$ cat src/rtl/zeroriscy_rf_write_ctrl.sv
// rtl/zeroriscy_rf_write_ctrl.sv - register-file write-port arbiter with load buffer and debug access
//
// Merges ALU writeback, buffered LSU load writeback and debug-unit writes onto
// the single register-file write port, and serves debug register reads.
//
// Ports:
//   clk, rst_n            clock, asynchronous active-low reset
//   alu_we_i/waddr/wdata  zero-latency ALU/CSR writeback (highest priority)
//   lsu_valid_i/ready_o   load writeback handshake; waddr/wdata buffered in a FIFO
//   raddr_a_i/raddr_b_i   ID operand addresses checked against buffered loads
//   hazard_o              an operand address matches a buffered load
//   dbg_req_i/we/addr/wdata  debug access request; dbg_gnt_o pulses on accept
//   dbg_rvalid_o/rdata_o  debug access completion and read data
//   dbg_raddr_o/rdata_i   register-file read port used for debug reads
//   waddr_a_o/wdata_a_o/we_a_o  register-file write port
module zeroriscy_rf_write_ctrl #(
   parameter bit RV32E      = 1'b0,
   parameter int DATA_WIDTH = 32,
   parameter int LSU_DEPTH  = 2
) (
   input  logic                  clk,
   input  logic                  rst_n,
   input  logic                  alu_we_i,
   input  logic [4:0]            alu_waddr_i,
   input  logic [DATA_WIDTH-1:0] alu_wdata_i,
   input  logic                  lsu_valid_i,
   output logic                  lsu_ready_o,
   input  logic [4:0]            lsu_waddr_i,
   input  logic [DATA_WIDTH-1:0] lsu_wdata_i,
   input  logic [4:0]            raddr_a_i,
   input  logic [4:0]            raddr_b_i,
   output logic                  hazard_o,
   input  logic                  dbg_req_i,
   input  logic                  dbg_we_i,
   input  logic [4:0]            dbg_addr_i,
   input  logic [DATA_WIDTH-1:0] dbg_wdata_i,
   output logic                  dbg_gnt_o,
   output logic                  dbg_rvalid_o,
   output logic [DATA_WIDTH-1:0] dbg_rdata_o,
   output logic [4:0]            dbg_raddr_o,
   input  logic [DATA_WIDTH-1:0] dbg_rdata_i,
   output logic [4:0]            waddr_a_o,
   output logic [DATA_WIDTH-1:0] wdata_a_o,
   output logic                  we_a_o
);

   localparam int PW = (LSU_DEPTH > 1) ? $clog2(LSU_DEPTH) : 1;
   localparam int CW = PW + 1;

   typedef enum logic [1:0] {IDLE, DBG_RD, DBG_WR, RESP} dbg_state_e;

   dbg_state_e            state_q, state_d;
   logic [4:0]            dbg_addr_q;
   logic [DATA_WIDTH-1:0] dbg_wdata_q;
   logic [DATA_WIDTH-1:0] dbg_rdata_q, dbg_rdata_d;

   logic [4:0]            fifo_addr_q [LSU_DEPTH];
   logic [DATA_WIDTH-1:0] fifo_data_q [LSU_DEPTH];
   logic [PW-1:0]         wptr_q, rptr_q;
   logic [CW-1:0]         count_q;

   logic                  fifo_empty, fifo_full, push, pop, dbg_commit;
   logic [LSU_DEPTH-1:0]  ent_valid;
   logic                  hit_a, hit_b, hit_dbg, dbg_accept;

   // x0 is hardwired; RV32E has only x0..x15.
   function automatic logic addr_ok(input logic [4:0] a);
      return (a != 5'd0) && !(RV32E && a[4]);
   endfunction

   assign fifo_empty  = (count_q == '0);
   assign fifo_full   = (count_q == CW'(LSU_DEPTH));
   assign lsu_ready_o = !fifo_full;
   assign push        = lsu_valid_i && !fifo_full;

   // An entry is live when its distance from the read pointer is below the count.
   always_comb begin
      hit_a   = 1'b0;
      hit_b   = 1'b0;
      hit_dbg = 1'b0;
      for (int i = 0; i < LSU_DEPTH; i++) begin
         ent_valid[i] = CW'(PW'(i) - rptr_q) < count_q;
         if (ent_valid[i]) begin
            if (fifo_addr_q[i] == raddr_a_i)  hit_a   = 1'b1;
            if (fifo_addr_q[i] == raddr_b_i)  hit_b   = 1'b1;
            if (fifo_addr_q[i] == dbg_addr_q) hit_dbg = 1'b1;
         end
      end
   end

   assign hazard_o = ((raddr_a_i != 5'd0) && hit_a) || ((raddr_b_i != 5'd0) && hit_b);

   // Write-port arbitration: ALU, then FIFO head, then pending debug write.
   // Dropped addresses still consume their source.
   always_comb begin
      pop        = 1'b0;
      dbg_commit = 1'b0;
      we_a_o     = 1'b0;
      waddr_a_o  = 5'd0;
      wdata_a_o  = '0;
      if (!rst_n) begin
         we_a_o = 1'b0;
      end else if (alu_we_i) begin
         waddr_a_o = alu_waddr_i;
         wdata_a_o = alu_wdata_i;
         we_a_o    = addr_ok(alu_waddr_i);
      end else if (!fifo_empty) begin
         pop       = 1'b1;
         waddr_a_o = fifo_addr_q[rptr_q];
         wdata_a_o = fifo_data_q[rptr_q];
         we_a_o    = addr_ok(fifo_addr_q[rptr_q]);
      end else if (state_q == DBG_WR) begin
         dbg_commit = 1'b1;
         waddr_a_o  = dbg_addr_q;
         wdata_a_o  = dbg_wdata_q;
         we_a_o     = addr_ok(dbg_addr_q);
      end
   end

   always_ff @(posedge clk or negedge rst_n) begin
      if (!rst_n) begin
         wptr_q  <= '0;
         rptr_q  <= '0;
         count_q <= '0;
         for (int i = 0; i < LSU_DEPTH; i++) begin
            fifo_addr_q[i] <= 5'd0;
            fifo_data_q[i] <= '0;
         end
      end else begin
         if (push) begin
            fifo_addr_q[wptr_q] <= lsu_waddr_i;
            fifo_data_q[wptr_q] <= lsu_wdata_i;
            wptr_q              <= wptr_q + PW'(1);
         end
         if (pop) begin
            rptr_q <= rptr_q + PW'(1);
         end
         if (push && !pop) begin
            count_q <= count_q + CW'(1);
         end else if (pop && !push) begin
            count_q <= count_q - CW'(1);
         end
      end
   end

   assign dbg_accept = rst_n && (state_q == IDLE) && dbg_req_i;

   always_comb begin
      state_d     = state_q;
      dbg_rdata_d = dbg_rdata_q;
      dbg_gnt_o   = 1'b0;
      case (state_q)
         IDLE: begin
            if (dbg_accept) begin
               dbg_gnt_o = 1'b1;
               state_d   = dbg_we_i ? DBG_WR : DBG_RD;
            end
         end
         DBG_RD: begin
            // Wait until no older write to this register is still in flight.
            if (!((dbg_addr_q != 5'd0) &&
                  (hit_dbg || (alu_we_i && (alu_waddr_i == dbg_addr_q))))) begin
               dbg_rdata_d = (dbg_addr_q == 5'd0) ? '0 : dbg_rdata_i;
               state_d     = RESP;
            end
         end
         DBG_WR: begin
            if (dbg_commit) state_d = RESP;
         end
         RESP:    state_d = IDLE;
         default: state_d = IDLE;
      endcase
   end

   always_ff @(posedge clk or negedge rst_n) begin
      if (!rst_n) begin
         state_q     <= IDLE;
         dbg_addr_q  <= 5'd0;
         dbg_wdata_q <= '0;
         dbg_rdata_q <= '0;
      end else begin
         state_q     <= state_d;
         dbg_rdata_q <= dbg_rdata_d;
         if (dbg_accept) begin
            dbg_addr_q  <= dbg_addr_i;
            dbg_wdata_q <= dbg_wdata_i;
         end
      end
   end

   assign dbg_rvalid_o = (state_q == RESP);
   assign dbg_rdata_o  = dbg_rdata_q;
   assign dbg_raddr_o  = dbg_addr_q;

endmodule

$ cat config.mk
export PLATFORM = sky130hd
export DESIGN_NAME = zeroriscy_rf_write_ctrl
export DESIGN_NICKNAME = d
export VERILOG_FILES = /design/src/rtl/zeroriscy_rf_write_ctrl.sv
export SDC_FILE = /design/constraint.sdc
export NUM_CORES = 1
export LEC_CHECK = 0
export ABC_CLOCK_PERIOD_IN_PS = 2650
export CORE_ASPECT_RATIO = 0.9
export CORE_MARGIN = 4
export CORE_UTILIZATION = 36
export CTS_CLUSTER_DIAMETER = 150
export DETAILED_ROUTE_END_ITERATION = 8
export PLACE_DENSITY_LB_ADDON = 0.05
export SLEW_MARGIN = 0
export SYNTH_ARGS = -nofsm -noshare
export SYNTH_HDL_FRONTEND = slang
export SYNTH_SLANG_ARGS = --single-unit
$ cat constraint.sdc
create_clock -name clk -period 2.65 [get_ports clk]
set_clock_uncertainty 0.1 [all_clocks]
set_input_delay 0.53 -clock clk [delete_from_list [all_inputs] [get_ports clk]]
set_output_delay 0.53 -clock clk [all_outputs]
set_load 0.01 [all_outputs]
# Word level (Yosys, flattened, before mapping)
# Cells that the tools add are included.
[totals] reg_bits=149 in_bits=159 out_inout_bits=79
[classes] add_sub_neg=6 n_lt_le_gt_ge=5 eq_ne=14 muxes=53 bitwise=3 n_reduce_logical=26
[op_table] op="32-bit 2-to-1 mux" count=9
[op_table] op="64-bit bitwise mux" count=1
[op_table] op="5-bit 2-to-1 mux" count=8
[op_table] op="5-bit == test" count=7
[op_table] op="32-bit demux with 1-bit select" count=1
[op_table] op="1-bit 2-to-1 mux" count=25
[op_table] op="5-bit nonzero test" count=5
[op_table] op="2-bit 2-to-1 mux" count=6
[op_table] op="10-bit bitwise mux" count=1
[op_table] op="1-bit logical AND" count=10
[op_table] op="2-bit case mux with 4 select lines" count=1
[op_table] op="2-bit == test (second input constant)" count=3
[op_table] op="2-bit != test (second input constant)" count=3
[op_table] op="5-bit demux with 1-bit select" count=1
[op_table] op="5-bit logical NOT" count=1
[op_table] op="2-bit greater-or-equal comparator (second input constant)" count=2
[op_table] op="2-bit logical NOT" count=2
[op_table] op="2-bit less-than comparator" count=2
[op_table] op="1-bit NOT with 2-bit output" count=2
[op_table] op="1-bit by 1-bit subtractor with 2-bit output (first input constant)" count=2
[op_table] op="1-bit logical NOT" count=3
[op_table] op="3-bit AND reduction" count=1
[op_table] op="1-bit adder (second input constant)" count=2
[op_table] op="2-bit by 1-bit adder with 2-bit output (second input constant)" count=1
[op_table] op="7 further kinds" count=8

# Logic depth before layout (Yosys ltp)
[depth] depth_word=9 depth_mapped=10 ltp_nobuf=7

# Worst setup path before layout
# No wires, ideal clock.
[synth_timing] path_kind="register to output" from="register state_q[0]" to="output wdata_a_o[17]" arrival_time_ps=1787 t_required_ps=2020 slack_ps=233 stages_incl_launch_ff=9 path_cell_list="dfrtp_1 > inv_1 > ha_1 > buf_1 > clkbuf_1 > a21oi_1 > a211oi_1 > a21oi_1 > nor2b_1"
[synth_between] elab_chain_cells=5
[synth_lines] item="from (decl)" line_no="52" rtl="dbg_state_e state_q, state_d;"
[synth_lines] item="from (signal assigned)" line_no="182" rtl="state_q <= state_d;"
[synth_lines] item="2-bit == test" line_no="112" rtl="end else if (state_q == DBG_WR) begin"
[synth_lines] item="32-bit 2-to-1 mux" line_no="112"
[synth_lines] item="32-bit 2-to-1 mux" line_no="107" rtl="end else if (!fifo_empty) begin"
[synth_lines] item="32-bit 2-to-1 mux" line_no="103" rtl="end else if (alu_we_i) begin"
[synth_lines] item="32-bit 2-to-1 mux" line_no="101" rtl="if (!rst_n) begin"
[synth_lines] item="to (decl)" line_no="43" rtl="output logic [DATA_WIDTH-1:0] wdata_a_o,"
# No other way between the ends.

# Worst setup path after layout
[layout_timing] from="register rptr_q" to="output hazard_o"
[layout_between] elab_chain_cells=7
[layout_lines] item="from (decl)" line_no="59" rtl="logic [PW-1:0] wptr_q, rptr_q;"
[layout_lines] item="from (signal assigned)" line_no="136" rtl="rptr_q <= rptr_q + PW'(1);"
[layout_lines] item="1-bit by 1-bit subtractor with 2-bit output" line_no="82" rtl="ent_valid[i] = CW'(PW'(i) - rptr_q) < count_q;"
[layout_lines] item="2-bit less-than comparator" line_no="82"
[layout_lines] item="1-bit 2-to-1 mux" line_no="83" rtl="if (ent_valid[i]) begin"
[layout_lines] item="1-bit 2-to-1 mux, on equally long branches" line_no="84, 85"
[layout_lines] item="1-bit 2-to-1 mux" line_no="83"
[layout_lines] item="1-bit logical AND" line_no="91" rtl="assign hazard_o = ((raddr_a_i != 5'd0) && hit_a) || ((raddr_b_i != 5'd0) && hit_b);"
[layout_lines] item="1-bit logical OR (*)" line_no="91"
[layout_lines] item="to (decl)" line_no="32" rtl="output logic hazard_o,"
# Every way passes the cells marked *; elsewhere a longest branch is shown, timed or not.

==> impl_metrics.ini <==
[outcome]
run_status = finished clean

[synth]
ys_seq_area_share_pct = 48.5
postSynthCellCount = 657
ys_warn_count = 0
synth.avg_cell_area_um2 = 11.7
synth_top_area_share_pct = 48.5
synth-edff-count = 0
synth_seq_cells = 149
yosysTopAreaCell = dfrtp_1
synth_nets = 822
synthTopCellsByArea = dfrtp_1 (49%), mux2_2 (17%), mux2i_1 (4.8%)
async_flop_share_pct = 100
ys_types = 40
ys.flop_type = dfrtp_1
syn-cell-area_um2 = 7690

[sta]
final-setup-viol-count = 0
period_share_pct = 98.0
worst_pin_slew_ns = 0.602
max_freq_mhz = 385
setup_slack_ns = 0.0527
finalHoldViolCount = 0
max_slew_margin_pct = 59.9
fin_crit_ns = 2.60
holdWs_ns = 0.0404
drv_slew = 0
rsz0062_at_grt = true

[routing]
drcViolationCount = 0
met1Wirelength_mm = 10.2
dr.pass1.iters = 4
routed.top_layer = met4
drtAntennaViolNets = 0
wl_met2_mm = 11.2
wl_per_cell_um = 19.2
vias_per_cell = 5.11
wl_mm = 23.3
met3_length_mm = 1.51
vias = 6202
drt_iter0_markers = 213

[clock_tree]
clkSinkCount = 149
cts_tree = yes
cts_root_buf = clkbuf_16
numCtsBuffers = 17
cts_buffer_depth = 2
clk_latency_ns = 0.41
h-tree-depth = 4
cts.reportedPaths.clkPinSlew_ns = 0.07

[min_path]
hp-class = in -> async

[critical_path]
crit_arrival_ns = 1.97
cp-end-kind = output port
cp_slowest_stage_delay_ns = 0.45
cp_slowest_cell = dfrtp_2
crit_chain = buf_6 -> ha_4 -> a21o_4 -> nor4_2 -> o22ai_1 -> nand2_1 -> buf_2
regToRegSetupSlack_ns = 0.34
crit_fanout = 3
worstSetupPathType = reg -> out
worstPathRequired_ns = 2.02
startpoint_type = flip-flop
r2r_start = rptr_q
worstReg2RegEnd = state_q[0]
r2r_cells = 7

[grt]
grt_pass1_wl_mm = 37.1
antenna_found_initial = 0
grt_usage_pct = 19.7
overflow = 0
grt_max_degree = 45
grt_pass1_vias = 6768

[cells_and_area]
fillCellCount = 1828
final_common_cell = clkdlybuf4s50_1
layout_common_cells = clkdlybuf4s50_1 (195), dfrtp_1 (148), mux2_2 (114)
final_layout_size_suffix_gt1_share_pct = 32.2
syn_to_final_growth_pct = 51.4
num-nets-final = 1081
num_antenna_cells = 0

[job]
max_cap_violations = 0

[floorplanning]
placement_rows = 50
die-area_um2 = 23800
die_x_um = 162
ios = 238
die_h_um = 147
start_util_pct = 36.8
core-area_um2 = 20900

[power]
ir_drop_uv = 598
powerDensity_nw_per_um2 = 1180
leakage_nw = 4.82

[place]
gp_congestion = 0.828
port_buffers = 237
post-place-ws_ns = -0.236
dp_hpwl_mm = 16.2
-- metrics by stage --
stage | cell area [um2] | instances | util [%] | TNS, ns | total power [mW]
final | 11600 | 1214 | 55.7 | 0 | 13.8
after global routing | 11600 | 1214 | 55.7 | -0.443 | 14.7
after CTS | 11500 | 1210 | 55.3 | -0.114 | 13.6
after detailed placement | 10700 | 1166 | 51.0 | -0.478 | 10.6
after global placement | 10700 | 1166 | 51.0 | -0.422 | 10.4
after floorplan | 7690 | 657 | - | 0 | 8.13
-- state kept, by name, summed over array words and instances (netlist names) --
name         count
count_q          2
dbg_raddr_o      5
dbg_rdata_o     32
dbg_wdata_q     32
fifo_addr_q     10
fifo_data_q     64
rptr_q           1
state_q          2
wptr_q           1
-- worst max-delay path: cells and delay by family (launching register included) --
family | cells | cell delay [ns]
buffers and inverters | 2 | 0.26
AOI/OAI and AO/OA | 2 | 0.33
and+or+nand+nor | 2 | 0.32
adders and majority gates | 1 | 0.20
DFF | 1 | 0.45
-- where the power goes --
group / switching, mW / total [mW] / internal [mW]
clock network: 0.982 / 2.47 / 1.49
registers: 0.770 / 4.21 / 3.44
logic: 3.20 / 7.11 / 3.90
total: 4.95 / 13.8 / 8.83
-- how the worst max path moves through the flow --
stage	slack (ns)	to	startpoint	depth (start not counted)
2_1_floorplan	0.23	wdata_a_o[17]	state_q[0]	8
3_3_place_gp	-0.22	we_a_o	alu_waddr_i[2]	5
3_5_place_dp	-0.24	hazard_o	raddr_a_i[0]	5
4_1_cts	-0.11	wdata_a_o[2]	count_q[1]	7
5_1_grt	-0.05	wdata_a_o[5]	state_q[0]	9
6_report	0.05	hazard_o	rptr_q	7
-- cells by family after synthesis --
| kind of cell | after synthesis | synth area share [%] |
|---|---|---|
| buffers and inverters | 67 | 4.07 |
| and+or+nand+nor | 89 | 6.54 |
| AOI/OAI and AO/OA | 155 | 13.8 |
| DFF | 149 | 48.5 |
| muxes | 151 | 21.5 |
| xor gates and xnor gates | 40 | 4.56 |
| adders and majority gates | 6 | 0.977 |
-- per-layer routing --
metal,track usage (%),vias up
met2,32.5,174
met4,5.33,0
met5,0,-
li1,-,2932
met3,5.42,28
met1,25.5,3068
-- cells in the mapped netlist (7+ instances only) --
| master | count |
|---|---|
| a32o_1 | 32 |
| dfrtp_1 | 149 |
| nand2_1 | 11 |
| xor2_1 | 11 |
| a211oi_1 | 33 |
| mux2_2 | 114 |
| nor2_1 | 13 |
| xnor2_1 | 29 |
| nor2b_1 | 32 |
| nand3_1 | 7 |
| clkbuf_1 | 25 |
| a21oi_1 | 68 |
| mux2i_1 | 37 |
| inv_1 | 7 |
| buf_2 | 25 |
-- timing repair --
item	CTS	global route
gates cloned	3	2
endpoints found under the setup margin	40	37
gates resized for setup	160	53
hold buffers	1	0
pin swaps	27	19
endpoints found under the hold margin	7	0
buffers inserted	9	3
-- cell type report --
class	instances	area, um2	area share, %
clock buffers	18	429	3.69
well taps	286	358	3.07
flip-flops and latches	149	3730	32.0
repair buffers	300	2980	25.6
clock inverters	13	173	1.48
inverters	7	26.3	0.226
multi-input cells	441	3950	33.9
No activity file was read; power rests on OpenSTA's default activity.
